==> config.mk <==
export PLATFORM = sky130hd
export DESIGN_NAME = regfile_wb_ctrl
export DESIGN_NICKNAME = d
export VERILOG_FILES = /design/src/rtl/regfile_pkg.sv /design/src/rtl/regfile_array.sv /design/src/rtl/regfile_wb_ctrl.sv
export SDC_FILE = /design/constraint.sdc
export NUM_CORES = 2
export LEC_CHECK = 0
export CORE_ASPECT_RATIO = 1.5
export CORE_MARGIN = 2
export CORE_UTILIZATION = 50
export CTS_CLUSTER_DIAMETER = 100
export DETAILED_ROUTE_END_ITERATION = 10
export GPL_ROUTABILITY_DRIVEN = 0
export PLACE_DENSITY = 0.69
export SYNTH_ARGS = -nofsm -noshare
export SYNTH_HDL_FRONTEND = slang
export SYNTH_HIERARCHICAL = 1
export SYNTH_SLANG_ARGS = --single-unit
export TNS_END_PERCENT = 5
==> constraint.sdc <==
create_clock -name clk -period 6.05 [get_ports clk]
set_input_delay 1.21 -clock clk [delete_from_list [all_inputs] [get_ports clk]]
set_output_delay 1.21 -clock clk [all_outputs]
set_load 0.03 [all_outputs]
==> src/rtl/regfile_pkg.sv <==
// Shared definitions for the writeback-arbitrated register file: register indices,
// data width, FSM state encodings and the writeback request record.
package regfile_pkg;

  localparam int DATA_W = 64;
  localparam int NREGS  = 15;

  localparam logic [3:0] RAX   = 4'd0;
  localparam logic [3:0] RCX   = 4'd1;
  localparam logic [3:0] RDX   = 4'd2;
  localparam logic [3:0] RBX   = 4'd3;
  localparam logic [3:0] RSP   = 4'd4;
  localparam logic [3:0] RBP   = 4'd5;
  localparam logic [3:0] RSI   = 4'd6;
  localparam logic [3:0] RDI   = 4'd7;
  localparam logic [3:0] R8    = 4'd8;
  localparam logic [3:0] R9    = 4'd9;
  localparam logic [3:0] R10   = 4'd10;
  localparam logic [3:0] R11   = 4'd11;
  localparam logic [3:0] R12   = 4'd12;
  localparam logic [3:0] R13   = 4'd13;
  localparam logic [3:0] R14   = 4'd14;
  localparam logic [3:0] RNONE = 4'hF;

  localparam logic [0:0] IDLE    = 1'b0;
  localparam logic [0:0] DRAIN_M = 1'b1;

  typedef struct packed {
    logic [3:0]        dst;
    logic [DATA_W-1:0] val;
  } wb_req_t;

endpackage

==> src/rtl/regfile_array.sv <==
// 15 x DATA_W architectural register storage: one synchronous write port and two
// asynchronous read ports; index RNONE reads as zero and swallows writes.
module regfile_array
  import regfile_pkg::*;
#(
  parameter logic [DATA_W-1:0] RSP_RESET = '0
) (
  input  logic              clk,
  input  logic              rst_n,
  input  logic              we,
  input  logic [3:0]        waddr,
  input  logic [DATA_W-1:0] wdata,
  input  logic [3:0]        raddr_a,
  input  logic [3:0]        raddr_b,
  output logic [DATA_W-1:0] rdata_a,
  output logic [DATA_W-1:0] rdata_b,
  output logic [DATA_W-1:0] rsp_q
);

  logic [DATA_W-1:0] mem [NREGS];

  always_ff @(posedge clk or negedge rst_n) begin
    if (!rst_n) begin
      for (int i = 0; i < NREGS; i++) begin
        mem[i] <= (i == int'(RSP)) ? RSP_RESET : '0;
      end
    end else if (we && waddr != RNONE) begin
      mem[waddr] <= wdata;
    end
  end

  assign rdata_a = (raddr_a == RNONE) ? '0 : mem[raddr_a];
  assign rdata_b = (raddr_b == RNONE) ? '0 : mem[raddr_b];
  assign rsp_q   = mem[RSP];

endmodule

==> src/rtl/regfile_wb_ctrl.sv <==
// Register file with E/M writeback arbitration (E first, M drained one cycle later)
// and a pending-write scoreboard. Optional read forwarding: REGFILE_BYPASS_EN.
module regfile_wb_ctrl
  import regfile_pkg::*;
#(
  parameter logic [DATA_W-1:0] RSP_RESET = 64'd0
) (
  input  logic              clk,
  input  logic              rst_n,
  input  logic [3:0]        srcA,
  input  logic [3:0]        srcB,
  output logic [DATA_W-1:0] valA,
  output logic [DATA_W-1:0] valB,
  output logic              rd_stall,
  input  logic              e_valid,
  input  logic [3:0]        e_dst,
  input  logic [DATA_W-1:0] e_val,
  output logic              e_ready,
  input  logic              m_valid,
  input  logic [3:0]        m_dst,
  input  logic [DATA_W-1:0] m_val,
  output logic              m_ready,
  output logic              busy,
  output logic [DATA_W-1:0] rsp_dbg
);

  // Handshake: a request is taken on a rising edge where valid && ready. Both
  // readies drop together for the single DRAIN_M cycle; requesters must hold.

  logic [0:0]        state;
  wb_req_t           hold;
  // Bit 15 (RNONE) is never set, so a 4-bit index can address it safely.
  logic [15:0]       pending;
  logic              wr_en;
  logic [3:0]        wr_dst;
  logic [DATA_W-1:0] wr_val;
  logic [DATA_W-1:0] arr_a;
  logic [DATA_W-1:0] arr_b;

  assign e_ready = (state == IDLE);
  assign m_ready = (state == IDLE);
  assign busy    = (state == DRAIN_M);

  always_comb begin
    wr_en  = 1'b0;
    wr_dst = RNONE;
    wr_val = '0;
    if (state == DRAIN_M) begin
      wr_en  = 1'b1;
      wr_dst = hold.dst;
      wr_val = hold.val;
    end else if (e_valid) begin
      wr_en  = 1'b1;
      wr_dst = e_dst;
      wr_val = e_val;
    end else if (m_valid) begin
      wr_en  = 1'b1;
      wr_dst = m_dst;
      wr_val = m_val;
    end
  end

  always_ff @(posedge clk or negedge rst_n) begin
    if (!rst_n) begin
      state   <= IDLE;
      hold    <= '{dst: RNONE, val: '0};
      pending <= '0;
    end else begin
      case (state)
        IDLE: begin
          if (e_valid && m_valid) begin
            hold <= '{dst: m_dst, val: m_val};
            if (m_dst != RNONE) pending[m_dst] <= 1'b1;
            state <= DRAIN_M;
          end
        end
        DRAIN_M: begin
          pending[hold.dst] <= 1'b0;
          state             <= IDLE;
        end
        default: state <= IDLE;
      endcase
    end
  end

  regfile_array #(.RSP_RESET(RSP_RESET)) u_array (
    .clk     (clk),
    .rst_n   (rst_n),
    .we      (wr_en),
    .waddr   (wr_dst),
    .wdata   (wr_val),
    .raddr_a (srcA),
    .raddr_b (srcB),
    .rdata_a (arr_a),
    .rdata_b (arr_b),
    .rsp_q   (rsp_dbg)
  );

`ifdef REGFILE_BYPASS_EN
  // In IDLE the M value wins a same-index tie because it lands last.
  always_comb begin
    valA = arr_a;
    valB = arr_b;
    if (srcA != RNONE) begin
      if (state == DRAIN_M) begin
        if (pending[srcA]) valA = hold.val;
      end else if (m_valid && srcA == m_dst) begin
        valA = m_val;
      end else if (e_valid && srcA == e_dst) begin
        valA = e_val;
      end
    end
    if (srcB != RNONE) begin
      if (state == DRAIN_M) begin
        if (pending[srcB]) valB = hold.val;
      end else if (m_valid && srcB == m_dst) begin
        valB = m_val;
      end else if (e_valid && srcB == e_dst) begin
        valB = e_val;
      end
    end
  end
  assign rd_stall = 1'b0;
`else
  assign valA     = arr_a;
  assign valB     = arr_b;
  assign rd_stall = pending[srcA] | pending[srcB];
`endif

endmodule

==> flow_summary.ini <==
[detailed_routing]
drc = 0
ant_nets = 0
wl_per_cell_um = 28.8
dr.pass1.iters = 5
dr.first_iter.drc_count = 3519
vias_per_cell = 6.47
wirelength_um = 176000
vias = 39500

[die]
die_w_um = 279
initial_core_util_pct = 50.3
die_area_um2 = 117000
ios = 344
core_um2 = 113000
rows = 151
die_height_um = 417

[synthesis]
ys_async_sr_fraction_pct = 100
avgSynthCellArea_um2 = 12.9
yosys.area.top_type = dfrtp_1
synthTopCellsByCount = dfrtp_1 (1041), mux2_2 (1003), mux2i_1 (386), nand2_1 (277), mux4_2 (263)
synth_edf_count = 0
ys_seq_area_share_pct = 46.0
ys_types = 43
synth_warnings = 6
synthTopCellsByArea = dfrtp_1 (46%), mux2_2 (20%), mux4_2 (10%), mux2i_1 (6.8%), o21ai_0 (1.8%)
synth_cells = 4426
netlist_area_um2 = 56900
synthFlopType = dfrtp_1
synth.most_common_cell = dfrtp_1
synth_top_area_share_pct = 45.8
synth_nets = 4574
ys_seq_elements = 1045

[worst_hold_path]
min_to = hold[16]
holdCritPathClass = flip-flop to flip-flop
holdPathStages = 2
min_from = hold[16]

[setup_path]
start_kind = primary input
startpoint = srcA[2]
crit_path_frequent_cell = buf_4
r2r_cells = 6
cp_slowest_cell = clkdlybuf4s50_1
crit_chain = buf_4 -> buf_4 -> mux4_2 -> mux2i_1 -> and2_1 -> o21ai_1 -> clkdlybuf4s50_1
timing.rr.start = busy
reg2reg_to = u_array/mem[734]
crit_fanout = 20
critPathArrivalTime_ns = 3.87
cp_data_required_time_ns = 4.84
critical_path_class = primary input to output port
cpPeakStageDelay_ns = 0.79
cp-end-kind = output port
timing.reg2reg.setup_slack_ns = 2.10

[cts]
cts_max_level = 3
cts-root-buf = clkbuf_16
cts_buffers = 106
clock_sinks = 1045
cts_hold_buf = 0
clkTransAtPathRegs_ns = 0.06
max-clock-path-buffers = 3
clkLatencyLatePin_ns = 0.73
post_cts_buffers = 0
tritoncts = done
cts_repair_resize_count = 0

[finish]
fin_area_um2 = 65400
fin_cells = 6110
fin_nets = 4713
syn_to_final_growth_pct = 14.9
antenna_cells = 0
drive_gt1_share_pct = 36.0

[sta]
relSlewSlack_pct = 14.5
fin_tns_setup_ns = 0
fin_crit_ns = 5.08
setup_violations = 0
worst_pin_slew_ns = 1.27
min_period_over_period_pct = 83.9
fin_skew_ns = 0.0273
hold_viol = 0
max_freq_mhz = 197
holdWs_ns = 0.473
final_max_slew_viol_count = 0
grt_setup_unrepaired = no

[pwr]
powerDensity_nw_per_um2 = 436
peakVddDrop_uv = 291
p_leak_nw = 28.7

[placed_design]
port_buffers = 343
place_hpwl_um = 106000
dp_cells = 5910
placed_cell_area_um2 = 61700

[outcome]
status = finished, final reports clean

[grt]
grt_pass1_wl_um = 265000
antenna_found_initial = 10
grt_util_all_layers_pct = 30.3
grt_max_degree = 143
grt_overflow = 0
grt_pass1_vias = 41000

[flow_run]
cap_violations = 0
## final cells by class
cell class	count	area, um^2
Tap cell	1453	1820
Sequential cell	1045	26200
Fill cell	9149	47600
Inverter	8	31.3
Clock buffer	143	3020
Clock inverter	57	666
Timing Repair Buffer	527	5340
Multi-Input combinational cell	2877	28400
## worst max path at each step
stage / endpoint / slack [ns] / depth (start not counted)
after floorplan: valB[10] / 1.93 / 9
after global placement: rd_stall / 0.96 / 7
after detailed placement: rd_stall / 0.98 / 7
after CTS: valA[28] / 0.98 / 6
after global routing: valB[7] / 0.87 / 8
final: rd_stall / 0.97 / 7
## where the power goes
group	switching [W]	internal [W]
Sequential	0.00237	0.00987
Combinational	0.00399	0.00527
Clock	0.00296	0.00403
## per-stage QoR
step                      setup WS [ns]  power, W  util (%)
final                             0.972    0.0285      57.9
after global placement            0.962    0.0212      54.6
after floorplan                    1.93    0.0185         -
after CTS                         0.982    0.0286      57.9
after detailed placement          0.984    0.0215      54.6
after global routing              0.871    0.0299      57.9
## worst max-delay path, delay by kind of cell
kind                   cells  cell delay [ns]
muxes                      2             0.32
AOI/OAI and AO/OA          1             0.53
buffers and inverters      3             1.61
and+or+nand+nor            1             0.17
## placed cells by master, fill, tap and decap left out, types with 63 or more instances in the layout
cell type / netlist / layout
clkdlybuf4s50_1: 0 / 333
o211a_1: 63 / 63
mux2_2: 1003 / 1003
nor2b_1: 69 / 67
buf_4: 70 / 147
a211oi_1: 68 / 68
clkbuf_16: 0 / 106
a22oi_1: 126 / 126
dfrtp_1: 1041 / 1040
o21ai_0: 210 / 193
mux2i_1: 386 / 386
o22ai_1: 64 / 64
nand3b_1: 70 / 70
mux4_2: 263 / 263
nand2_1: 277 / 275
a21oi_1: 204 / 204
## state kept, by name, indices dropped and copies added, names as in the netlist
signal         cells
pending           16
busy               1
u_array/rsp_q     64
hold              68
u_array/mem      896
## kinds of logic (layout without fill, tap and decap cells)
family                 after synthesis  count (layout)  synth area share (%)
AOI/OAI and AO/OA                  748             748                  8.18
buffers and inverters              504             735                  4.37
DFF                               1045            1045                  46.0
muxes                             1675            1675                  37.6
and+or+nand+nor                    454             454                  3.90
## routing by layer
metal / up-vias / GRT usage [%] / share of wire (%)
li1: 16800 / - / -
met1: 20800 / 39.2 / 40
met2: 1570 / 51.1 / 49
met3: 368 / 4.53 / 6.4
met4: 16 / 12.2 / 4.0
met5: - / 0 / 0.055
Power figures use the tool's default switching activity.
